`config.mk`:
```
export PLATFORM = sky130hd
export DESIGN_NAME = a2d_scan_seq
export DESIGN_NICKNAME = d
export VERILOG_FILES = /design/src/rtl/a2d_scan_seq.sv
export SDC_FILE = /design/constraint.sdc
export NUM_CORES = 1
export LEC_CHECK = 0
export BUFFER_PORTS_ARGS = -buffer_cell sky130_fd_sc_hd__buf_2
export CAP_MARGIN = 5
export CORE_MARGIN = 2
export CORE_UTILIZATION = 40
export CTS_BUF_LIST = sky130_fd_sc_hd__clkbuf_8
export DETAILED_ROUTE_END_ITERATION = 12
export SKIP_CTS_REPAIR_TIMING = 1
export SLEW_MARGIN = 30
export SYNTH_ARGS = -nofsm -noshare
export SYNTH_HDL_FRONTEND = slang
export SYNTH_SLANG_ARGS = --single-unit
```
`constraint.sdc`:
```
create_clock -name clk -period 5 [get_ports clk]
set_clock_uncertainty 0.15 [all_clocks]
set_input_delay 1.25 -clock clk [delete_from_list [all_inputs] [get_ports clk]]
set_output_delay 1.25 -clock clk [all_outputs]
set_load 0.005 [all_outputs]
```
`src/rtl/a2d_scan_seq.sv`:
```
`timescale 1ns/1ps
// a2d_scan_seq
// Multi-channel A2D conversion sequencer with optional oversampling.
// Drives an external 16-bit SPI master through a wrt/cmd/done/rd_data handshake.
// Each conversion is two SPI transactions. The first sends the channel address,
// and its read data is thrown away. The second returns the sample.
// Supports a single-shot conversion of one channel, and a continuous
// round-robin scan of channels 0..NUM_CHNNL-1. Every result is kept in a
// per-channel buffer that can be read at any time.
//
// Parameters
//   NUM_CHNNL  channels scanned (1..8)
//   AVG_LOG2   each result is the mean of 2**AVG_LOG2 conversions (0..4)
//   INVERT     1: sample = ~rd_data[11:0], 0: sample = rd_data[11:0]
//
// Ports
//   clk        system clock
//   rst_n      synchronous active-low reset
//   strt_cnv   single-shot request, sampled in IDLE only
//   chnnl      channel for single-shot
//   scan_en    level, continuous scan while high
//   busy       high whenever the sequencer is not idle
//   cnv_cmplt  sticky result-written flag, cleared by strt_cnv in IDLE
//   res        most recent averaged result
//   res_chnnl  channel that produced res
//   scan_done  1-cycle pulse after the last channel of a scan is stored
//   rd_sel     result buffer read index
//   rd_res     buffer[rd_sel] (combinational), 0 when rd_sel >= NUM_CHNNL
//   wrt        1-cycle SPI transaction start
//   cmd        SPI command {2'b00, channel, 11'h000}
//   done       SPI transaction complete pulse
//   rd_data    SPI read data, valid with done
//
// state    | meaning
// IDLE     | waiting for scan_en or strt_cnv
// CMD      | wrt pulse for the channel-address transaction
// WAIT_CMD | waiting for done of the address transaction
// PAUSE    | one idle cycle between transactions
// RD       | wrt pulse for the sample-read transaction
// WAIT_RD  | waiting for done, then accumulate the sample
// STORE    | publish the averaged result and pick the next channel
module a2d_scan_seq #(
  parameter int NUM_CHNNL = 8,
  parameter int AVG_LOG2  = 0,
  parameter bit INVERT    = 1'b1
) (
  input  logic        clk,
  input  logic        rst_n,
  input  logic        strt_cnv,
  input  logic [2:0]  chnnl,
  input  logic        scan_en,
  output logic        busy,
  output logic        cnv_cmplt,
  output logic [11:0] res,
  output logic [2:0]  res_chnnl,
  output logic        scan_done,
  input  logic [2:0]  rd_sel,
  output logic [11:0] rd_res,
  output logic        wrt,
  output logic [15:0] cmd,
  input  logic        done,
  input  logic [15:0] rd_data
);

  localparam int ACC_W = 12 + AVG_LOG2;
  localparam int CNT_W = (AVG_LOG2 > 0) ? AVG_LOG2 : 1;
  localparam logic [CNT_W-1:0] LAST_CNT = CNT_W'((1 << AVG_LOG2) - 1);
  localparam logic [2:0] LAST_CH = 3'(NUM_CHNNL - 1);

  typedef enum logic [2:0] {
    IDLE, CMD, WAIT_CMD, PAUSE, RD, WAIT_RD, STORE
  } state_t;

  state_t           state;
  logic [2:0]       cur_ch;
  logic             scan_mode;
  logic [ACC_W-1:0] acc;
  logic [CNT_W-1:0] smp_cnt;
  logic [11:0]      buf_mem [0:7];
  logic [11:0]      sample;
  logic [2:0]       nxt_ch;
  logic             unused_rd_hi;

  assign sample       = INVERT ? ~rd_data[11:0] : rd_data[11:0];
  assign unused_rd_hi = &{1'b0, rd_data[15:12]};

  // Next scan channel: wraps after the last scanned channel.
  assign nxt_ch = (cur_ch == LAST_CH) ? 3'd0 : cur_ch + 3'd1;

  // Entries at or above NUM_CHNNL are never written, so they stay zero,
  // but the read still masks them explicitly.
  assign rd_res = (int'(rd_sel) < NUM_CHNNL) ? buf_mem[rd_sel] : 12'h000;

  always_ff @(posedge clk) begin
    if (!rst_n) begin
      state     <= IDLE;
      cur_ch    <= 3'd0;
      scan_mode <= 1'b0;
      acc       <= '0;
      smp_cnt   <= '0;
      busy      <= 1'b0;
      cnv_cmplt <= 1'b0;
      res       <= 12'h000;
      res_chnnl <= 3'd0;
      scan_done <= 1'b0;
      wrt       <= 1'b0;
      cmd       <= 16'h0000;
      for (int i = 0; i < 8; i++) buf_mem[i] <= 12'h000;
    end else begin
      wrt       <= 1'b0;
      scan_done <= 1'b0;
      case (state)
        IDLE: begin
          if (strt_cnv) cnv_cmplt <= 1'b0;
          if (scan_en) begin
            cur_ch    <= 3'd0;
            scan_mode <= 1'b1;
            cmd       <= 16'h0000;
            wrt       <= 1'b1;
            busy      <= 1'b1;
            state     <= CMD;
          end else if (strt_cnv) begin
            cur_ch    <= chnnl;
            scan_mode <= 1'b0;
            cmd       <= {2'b00, chnnl, 11'h000};
            wrt       <= 1'b1;
            busy      <= 1'b1;
            state     <= CMD;
          end
        end
        CMD: state <= WAIT_CMD;
        WAIT_CMD: if (done) state <= PAUSE;
        PAUSE: begin
          wrt   <= 1'b1;
          state <= RD;
        end
        RD: state <= WAIT_RD;
        WAIT_RD: begin
          if (done) begin
            acc <= acc + ACC_W'(sample);
            if (smp_cnt == LAST_CNT) begin
              state <= STORE;
            end else begin
              smp_cnt <= smp_cnt + CNT_W'(1);
              wrt     <= 1'b1;
              state   <= CMD;
            end
          end
        end
        STORE: begin
          res       <= acc[AVG_LOG2 +: 12];
          res_chnnl <= cur_ch;
          cnv_cmplt <= 1'b1;
          if (int'(cur_ch) < NUM_CHNNL) buf_mem[cur_ch] <= acc[AVG_LOG2 +: 12];
          acc     <= '0;
          smp_cnt <= '0;
          // A scan that reaches its last channel is complete even if scan_en
          // has just dropped.
          if (scan_mode && cur_ch == LAST_CH) scan_done <= 1'b1;
          if (scan_mode && scan_en) begin
            cur_ch <= nxt_ch;
            cmd    <= {2'b00, nxt_ch, 11'h000};
            wrt    <= 1'b1;
            state  <= CMD;
          end else begin
            busy  <= 1'b0;
            state <= IDLE;
          end
        end
        default: begin
          busy  <= 1'b0;
          state <= IDLE;
        end
      endcase
    end
  end

endmodule

```
### Word-level counts from Yosys, hierarchy flattened

Memory sizes are Yosys's and may differ from the RTL's.
Index checks and enable logic that the tools add are counted.

| storage, ports and cells | value |
|---|---|
| register bits after elaboration | 55 |
| bits in writable memories | 96 |
| input bits | 27 |
| logic and storage cells | 88 |
| memories | 1 |

Memories:

| name | depth | width | read ports | clocked after memory_dff | write ports | line | text |
|---|---|---|---|---|---|---|---|
| buf_mem | 8 | 12 | 1 | 0 | 8 | 79 | `logic [11:0] buf_mem [0:7];` |

| operators by class | value |
|---|---|
| $add $sub $neg | 3 |
| equal/unequal tests | 13 |
| muxes and demuxes | 42 |
| bitwise logic cells | 2 |
| reduce and logical (&&, ||, !) cells | 15 |

Operators by type and width:

| cell | count |
|---|---|
| 16-bit 2-to-1 mux | 3 |
| 16-bit one-hot mux with 2 select lines | 1 |
| 3-bit 2-to-1 mux | 10 |
| 12-bit 2-to-1 mux | 2 |
| 12-bit one-hot mux with 2 select lines | 1 |
| 3-bit one-hot mux with 7 select lines | 1 |
| 1-bit 2-to-1 mux | 19 |
| 12-bit adder | 1 |
| 3-bit equality test (second input constant) | 4 |
| 12-bit inverter | 1 |
| 12-bit OR reduction | 1 |
| 2-bit != test (second input constant) | 5 |
| 3-bit AND reduction | 3 |
| 2-bit AND reduction | 4 |
| 3-bit by 2-bit equality test with 1-bit output (second input constant) | 2 |
| 3-bit one-hot mux with 2 select lines | 1 |
| 2-bit nonzero test | 3 |
| 5-bit OR reduction | 1 |
| 1-bit one-hot mux with 2 select lines | 2 |
| 1-bit one-hot mux with 4 select lines | 1 |
| 3-bit by 1-bit adder with 3-bit output (second input constant) | 1 |
| 3-bit by 1-bit equality test with 1-bit output (second input constant) | 1 |
| 3-bit logical NOT | 1 |
| 3-bit != test (second input constant) | 1 |
| 4 further kinds | 5 |

### Longest topological paths before layout

Gate-level depths: netlist (run 1).

| depth | value |
|---|---|
| depth after elaboration | 6 |
| depth in mapped cells | 9 |
| mapped depth without buffers | 9 |

### Least setup slack after synthesis (run 1)

Ideal clock, no wire load.

| timing | value |
|---|---|
| path type | input to output |
| from | input port rd_sel[0] |
| to | output port rd_res[0] |
| arrival time | 2.520 ns |
| required time | 3.600 ns |
| setup slack | 1.080 ns |
| stages on the path | 4 |
| path through | buf_2 buf_2 mux4_2 mux2_2 |

| on the way | value |
|---|---|
| word-level cells in the longest chain between the ends | 1 |

RTL lines:

| item | line | text |
|---|---|---|
| start, declared | 57 | `input logic [2:0] rd_sel,` |
| memory 8 x 12 bit | n/a |  |
| end, declared | 58 | `output logic [11:0] rd_res,` |

Every way passes these cells.

### Final worst setup path (run 1)

| timing | value |
|---|---|
| from | input port rd_sel[1] |
| to | output port rd_res[3] |

The elaborated chain is that of the path after synthesis.

==> results of run 1 <==
critical path, delay by kind of cell:
kind	cells	cell delay, ns
multiplexers	2	0.75
buffers and inverters	2	0.64
power breakdown:
part	total [uW]	internal (uW)	switching (uW)
Combinational	208	93.8	114
Clock	898	517	381
Sequential	1260	1230	37.7
layout by cell type, fill, tap and decap left out, types with 2 or more instances in the layout:
cell type and n:
a211o_1 2, a211oi_1 7, a21o_1 4, a21oi_1 32, a22oi_1 4, and2_1 97
buf_2 56, buf_4 8, bufinv_16 3, clkbuf_8 20, conb_1 13, dfxtp_1 38
edfxtp_1 96, ha_1 13, inv_1 23, mux2_2 12, mux2i_1 2, mux4_2 24
nand2_1 49, nand2b_1 6, nand3_1 2, nor2_1 21, nor2b_1 2, nor3_1 2
nor3_2 4, nor3b_1 2, nor4_1 2, o211ai_1 3, o21a_1 3, o21ai_0 11
o21ai_1 2, xnor2_1 4, xor2_1 3
through the flow:
step | std cells | setup WS (ns)
after global routing | 809 | 0.901
final | 809 | 0.952
after global placement | 777 | 0.941
after detailed placement | 777 | 0.938
after floorplan | 537 | 1.08
after CTS | 809 | 0.934
cell type report:
class                           instances  area, um2  share of cell area [%]
Sequential cell                       134       3640                    49.9
Multi-Input combinational cell        346       2570                    35.2
Clock buffer                           20        275                    3.77
Inverter                               16       60.1                   0.823
Clock inverter                         12        124                    1.70
Timing Repair Buffer                   65        360                    4.94
Tap cell                              216        270                    3.70
registers in the layout (all words and copies together), names as in the netlist:
name and cells:
acc 12, wrt 1, state 3, buf_mem 96, res 12, scan_mode 1
cmd 3, cnv_cmplt 1, res_chnnl 3, scan_done 1, busy 1
layer usage:
layer	track usage (%)	wire length, um
met5	0	0
met4	9.18	473
met3	3.51	648
met2	28.3	6950
met1	22.7	6360
how the worst min path moves through the flow:
stage	startpoint	endpoint	slack [ns]	cells after the start
floorplan	busy	busy	0.29	2
global placement	busy	busy	0.29	2
detailed placement	busy	busy	0.29	2
finish	busy	busy	0.29	2
global route	busy	busy	0.32	2
CTS	busy	busy	0.30	2
logic make-up after synthesis:
kind of cell             synth area share (%)
AO/OA/AOI/OAI                            7.23
XOR/XNOR                                0.948
adder cells (fa/ha/maj)                  2.82
buffers and inverters                    4.72
flip-flops                               56.3
multiplexers                             10.8
other                                  0.0580
AND/OR/NAND/NOR                          17.2
==> impl_metrics.tcl, run 1 <==
set metrics [dict create \
    status "finished, final reports clean" \
    cts_tree "yes" \
    dpl.hpwl_um 9100 \
    start_util_pct 40.9 \
    via_per_inst 5.07 \
    synth.distinct_cells 56 \
    drv_slew 0 \
    end_kind "primary output" \
    track_usage_pct 17.6 \
    worstSetupStartpoint "rd_sel[1]" \
    max-cap-violations 0 \
    power.leakage_uw 0.00291 \
    setup_violations 0 \
    hp-class "flip-flop to flip-flop" \
    die_height_um 131 \
    power_density_nw_per_um2 325 \
    num_vias 4101 \
    ys_top_cells_by_count "and2_1 (97), edfxtp_1 (96), nand2_1 (49), dfxtp_1 (38), a21oi_1 (32)" \
    grt_max_degree 29 \
    synth_edf_count 96 \
    fillers 1457 \
    fin_crit_sh_pct 81.0 \
    numCtsBuffers 17 \
    core_um2 15800 \
    cts.htree.levels 4 \
    crit_fanout 24 \
    synth_area_leader_cell "edfxtp_1" \
    synth_top_area_share_pct 44.6 \
    tns_ns 0 \
    worstSetupPathType "primary input to primary output" \
    cp_slowest_cell "buf_2" \
    worst_pin_slew_ns 0.844 \
    grt_first_pass_wirelength_um 22900 \
    globalplace.congestion 0.803 \
    area_delta_synth_final_pct 12.8 \
    synth_most_common_cell "and2_1" \
    hold_viol 0 \
    hold_ws_ns 0.294 \
    cts.sinks 134 \
    cp_cell_sequence "buf_2, mux4_2, mux2_2, buf_2" \
    async_flop_share_pct 0 \
    max_stage_delay_ns 0.50 \
    root_buffer "clkbuf_8" \
    synth_area_um2 6470 \
    layout.nets 621 \
    antenna_found_initial 0 \
    start_kind "primary input" \
    rsz0062_at_grt "no" \
    fin_area_um2 7300 \
    ys.flop_type "edfxtp_1" \
    relSlewSlack_pct 43.5 \
    endpoint "rd_res[3]" \
    yosysSeqAreaShare_pct 56.3 \
    syn-instance-count 525 \
    dieArea_um2 17200 \
    synth_area_leaders "edfxtp_1 (45%), dfxtp_1 (12%), and2_1 (9.4%)" \
    avgSynthCellArea_um2 12.3 \
    critPathMostFrequentCell "buf_2" \
    placed_area_um2 6900 \
    num_io_pins 74 \
    post-route-util_pct 46.1 \
    reg2reg_to "buf_mem[2][1]" \
    dr.pass1.iters 4 \
    ys_warn_count 0 \
    grt_pass1_vias 4210 \
    rows 46 \
    drive_above_1_share_pct 22.9 \
    wl_per_cell_um 17.8 \
    drt_iter0_drc 329 \
    arrival_ns 2.65 \
    drt_wl_total_um 14400 \
    post-route-min-period_ns 4.05 \
    dieWidth_um 131 \
    crit_required_ns 3.60 \
    r2r-start "state[1]" \
    reg2regPathDepth 5 \
    p_total_uw 2370 \
    drt.antenna.violating_nets 0 \
    worst-r2r-setup-slack_ns 2.02 \
    portBuffers 56 \
    ys_ff_latch 134 \
    antenna_cells 0 \
    drc 0 \
    cts.clk_slew.worst_paths_ns 0.07 \
    clk_path_buf_depth 2 \
    vdd_drop_max_uv 179 \
    clk_latency_ns 0.43 \
    fmax_mhz 247 \
    grt_overflow 0 \
]
Power figures use the tool's default switching activity.
==> run 2, diff against run 1 <==
Clock period 5 ns to 3.8 ns, I/O delays scaled along.
==> run 2 against run 1 <==
Sequential power up 32%. Critical path depth grew 1. Final cell count is 0.74% higher. Combinational power rose by 35%. Largest cell class unchanged. Sequential share of layout area fell by 0.52 points. Core utilization grew 0.48 points. Register-to-register slack worse by 0.83 ns. Sequential cell count did not move. Worst setup slack worse by 0.61 ns. Total power rose by 33%.
==> impl_metrics.tcl, run 2 (synthesized netlist as in run 1, its figures left out) <==
set metrics [dict create \
    reg2reg_to "buf_mem[2][1]" \
    grt_first_pass_wirelength_um 22700 \
    num_io_pins 74 \
    multi_input_area_um2 2570 \
    cp_cell_sequence "buf_2, buf_12, mux4_2, mux2_2, buf_2" \
    crit_required_ns 2.70 \
    drt_wl_total_um 14600 \
    die_height_um 131 \
    worst_pin_slew_ns 0.831 \
    start_util_pct 40.9 \
    cts.sinks 134 \
    cp_slowest_cell "mux4_2" \
    area_delta_synth_final_pct 14.0 \
    post-route-min-period_ns 3.45 \
    tns_ns 0 \
    cts.clk_slew.worst_paths_ns 0.06 \
    track_usage_pct 17.5 \
    relSlewSlack_pct 44.4 \
    fmax_mhz 289 \
    mostFrequentLayoutCell "and2_1" \
    start_kind "primary input" \
    layout_common_cells "and2_1 (97), edfxtp_1 (96), buf_2 (56)" \
    end_kind "primary output" \
    via_per_inst 4.95 \
    wl_per_cell_um 17.9 \
    hold_path_depth 2 \
    numCtsBuffers 17 \
    globalplace.congestion 0.817 \
    drt_iter0_drc 220 \
    regArea_um2 3640 \
    worstSetupPathType "primary input to primary output" \
    drv_slew 0 \
    vdd_drop_max_uv 229 \
    clk_latency_ns 0.43 \
    largest_register_ffs 96 \
    crit_fanout 12 \
    arrival_ns 2.35 \
    power_density_nw_per_um2 429 \
    power.leakage_uw 0.00293 \
    setup_violations 0 \
    cts_tree "yes" \
    clk_path_buf_depth 2 \
    cts.htree.levels 4 \
    hold_viol 0 \
    grt_overflow 0 \
    dpl.hpwl_um 9480 \
    reg2regPathDepth 6 \
    layout.nets 627 \
    dr.pass1.iters 4 \
    status "finished, final reports clean" \
    fin_crit_sh_pct 90.9 \
    dieWidth_um 131 \
    r2r-start "state[1]" \
    grt_max_degree 28 \
    root_buffer "clkbuf_8" \
    hp-start "res[9]" \
    post-route-util_pct 46.6 \
    rsz0062_at_grt "no" \
    top_register "buf_mem" \
    drc 0 \
    max-cap-violations 0 \
    antenna_cells 0 \
    drive_above_1_share_pct 24.0 \
    antenna_found_initial 0 \
    num_vias 4033 \
    dieArea_um2 17200 \
    portBuffers 56 \
    drt.antenna.violating_nets 0 \
    hp-class "flip-flop to flip-flop" \
    fillers 1418 \
    max_stage_delay_ns 0.52 \
    grt_pass1_vias 4195 \
    min_delay_worst_endpoint "res[9]" \
    rows 46 \
    core_um2 15800 \
    reg.largest.list "buf_mem (96), acc (12), res (12)" \
    worst-r2r-setup-slack_ns 1.19 \
    critPathMostFrequentCell "buf_2" \
]
run 2: cell count changes in the layout (fill, tap and decap cells not counted):
cell and change:
buf_12 +2, buf_4 +4, bufinv_16 +1, clkbuf_8 -3
clkinv_1 +2, clkinv_2 +2, clkinvlp_4 +2, inv_1 -4
run 2: how the worst max path moves through the flow:
stage	startpoint	to	slack [ns]
after floorplan	rd_sel[0]	rd_res[0]	0.48
final	rd_sel[0]	rd_res[4]	0.35
after global routing	rd_sel[0]	rd_res[2]	0.28
after global placement	rd_sel[0]	rd_res[4]	0.33
after detailed placement	rd_sel[0]	rd_res[4]	0.34
after CTS	rd_sel[0]	rd_res[4]	0.33
run 2: cell type report:
cell class | instances | share of cell area, %
Clock buffer | 17 | 3.17
Sequential cell | 134 | 49.4
Multi-Input combinational cell | 346 | 34.8
Clock inverter | 15 | 2.32
Inverter | 16 | 0.814
Tap cell | 216 | 3.66
Timing Repair Buffer | 71 | 5.84
run 2: worst max-delay path: cells and delay by family:
family	cells	cell delay [ns]
multiplexers	2	0.83
buffers and inverters	3	0.57
run 2: metrics by stage:
stage	instance area, um2	setup slack [ns]	hold WS, ns	power (uW)	cells
floorplan	6520	0.480	0.288	1880	537
global placement	6970	0.329	0.287	1970	783
detailed placement	6970	0.339	0.293	1980	783
CTS	7380	0.332	0.306	3180	815
global route	7380	0.279	0.321	3280	815
finish	7380	0.345	0.303	3160	815
run 2: per-layer routing:
metal	track usage, %	part of all wire [%]	routed length (um)
met4	5.43	1.3	193
met2	30.5	51	7440
met1	21.4	43	6230
met5	0	0	0
met3	4.32	4.7	690
run 2: where the power goes:
part / switching [uW] / internal (uW) / total (uW)
Sequential: 50.3 / 1610 / 1660
Clock: 525 / 696 / 1220
Combinational: 151 / 129 / 280
==> run 3, diff against run 2 <==
Settings changed: BUFFER_PORTS_ARGS -buffer_cell sky130_fd_sc_hd__buf_2 to -buffer_cell sky130_fd_sc_hd__buf_4.
==> run 3 against run 2 <==
Cell area is 0.88% higher. Worst setup slack better by 0.11 ns. Sequential cell count unchanged. Critical path depth did not move. Die area unchanged. Sequential power about the same. Clock power shrank 11%. Combinational power grew 6%.
==> impl_metrics.tcl, run 3 (synthesized netlist as in run 1, its figures left out) <==
set metrics [dict create \
    status "finished, final reports clean" \
    worst_pin_slew_ns 0.870 \
    met1_usage_pct 23.1 \
    grt_pass1_vias 4110 \
    root_buffer "clkbuf_8" \
    drive_above_1_share_pct 24.2 \
    via_per_inst 5.00 \
    dieWidth_um 131 \
    dr.pass1.iters 4 \
    drt_wl_total_um 14400 \
    grt_overflow 0 \
    grt_max_degree 28 \
    placed_area_um2 7090 \
    hold_viol 0 \
    net-switching-power_uw 722 \
    reg.largest.list "buf_mem (96), acc (12), res (12)" \
    clk_path_buf_depth 2 \
    cp_slowest_cell "mux4_2" \
    max_stage_delay_ns 0.54 \
    cts.sinks 134 \
    worstSetupPathType "primary input to primary output" \
    mostFrequentLayoutCell "and2_1" \
    swShare_pct 23.7 \
    rsz0062_at_grt "no" \
    layout_common_cells "and2_1 (97), edfxtp_1 (96), buf_4 (70)" \
    layout.nets 627 \
    grt_first_pass_wirelength_um 22700 \
    crit_required_ns 2.70 \
    globalplace.congestion 0.812 \
    power.leakage_uw 0.00293 \
    vdd_drop_max_uv 185 \
    place_inst 783 \
    clk_latency_ns 0.43 \
    drv_slew 0 \
    cts_tree "yes" \
    drc 0 \
    cts.htree.levels 4 \
    cp_cell_sequence "buf_4, buf_4, mux4_2, mux2_2, buf_4" \
    cts.clk_slew.worst_paths_ns 0.07 \
    dieArea_um2 17200 \
    busiest_layer "met2" \
    fin_area_um2 7440 \
    setup_violations 0 \
    area_delta_synth_final_pct 15.0 \
    arrival_ns 2.24 \
    fin_crit_sh_pct 87.9 \
    power_density_nw_per_um2 409 \
    dpl.hpwl_um 9400 \
    drt_iter0_drc 244 \
    start_util_pct 40.9 \
    max-cap-violations 0 \
    drt.antenna.violating_nets 0 \
    core_um2 15800 \
    end_kind "primary output" \
    largest_register_ffs 96 \
    numCtsBuffers 17 \
    hp-class "flip-flop to flip-flop" \
    grtUsageMet2_pct 28.5 \
    wl_per_cell_um 17.7 \
    antenna_found_initial 0 \
    clockPowerShare_pct 35.5 \
    fin_cells 815 \
    post-route-min-period_ns 3.34 \
    rows 46 \
    internal_power_uw 2320 \
    portBuffers 56 \
    tns_ns 0 \
    fillers 1439 \
    fmax_mhz 299 \
    die_height_um 131 \
    antenna_cells 0 \
    critPathMostFrequentCell "buf_4" \
    hold_ws_ns 0.314 \
    crit_fanout 8 \
    start_kind "primary input" \
    num_vias 4073 \
    use_met3_pct 4.86 \
    num_io_pins 74 \
    track_usage_pct 17.5 \
    comb_power_share_pct 9.7 \
    relSlewSlack_pct 41.8 \
    seqPwrFrac_pct 54.7 \
    top_register "buf_mem" \
]
## run 3: critical path, delay by kind of cell
family / cells / cell delay [ns]
buffers and inverters: 3 / 0.45
multiplexers: 2 / 0.83
## run 3: power by group through the flow
stage	Clock (uW)	Sequential, uW	Combinational, uW
2_1_floorplan	0	1680	208
5_1_grt	1160	1670	327
6_report	1080	1660	296
3_5_place_dp	0	1700	299
4_1_cts	1100	1660	300
3_3_place_gp	0	1690	294
## run 3: area by class of cell
| cell class | instances | area [um2] | share of cell area, % |
|---|---|---|---|
| clock buffers | 17 | 234 | 3.14 |
| clock inverters | 15 | 121 | 1.63 |
| inverters | 16 | 60.1 | 0.807 |
| multi-input cells | 346 | 2570 | 34.5 |
| flip-flops and latches | 134 | 3640 | 49.0 |
| well taps | 216 | 270 | 3.63 |
| repair buffers | 71 | 546 | 7.33 |
## run 3: routing by layer
metal	wire, um	vias up
met5	0	-
met2	7070	114
li1	-	1976
met3	889	6
met1	6380	1977
met4	102	0
## run 3: final timing paths
check,from,to,slack [ns],depth (start not counted)
max,rd_sel[0],rd_res[0],0.46,5
max reg2reg,state[1],buf_mem[3][3],1.11,5
min reg2reg,res[4],res[4],0.31,2
min,res[4],res[4],0.31,2
## run 3: through the flow
step | utilization (%) | power [uW] | setup slack, ns
finish | 47.0 | 3040 | 0.459
global placement | 44.8 | 1990 | 0.447
global route | 47.0 | 3160 | 0.410
detailed placement | 44.8 | 2000 | 0.440
floorplan | - | 1880 | 0.480
CTS | 47.0 | 3070 | 0.436
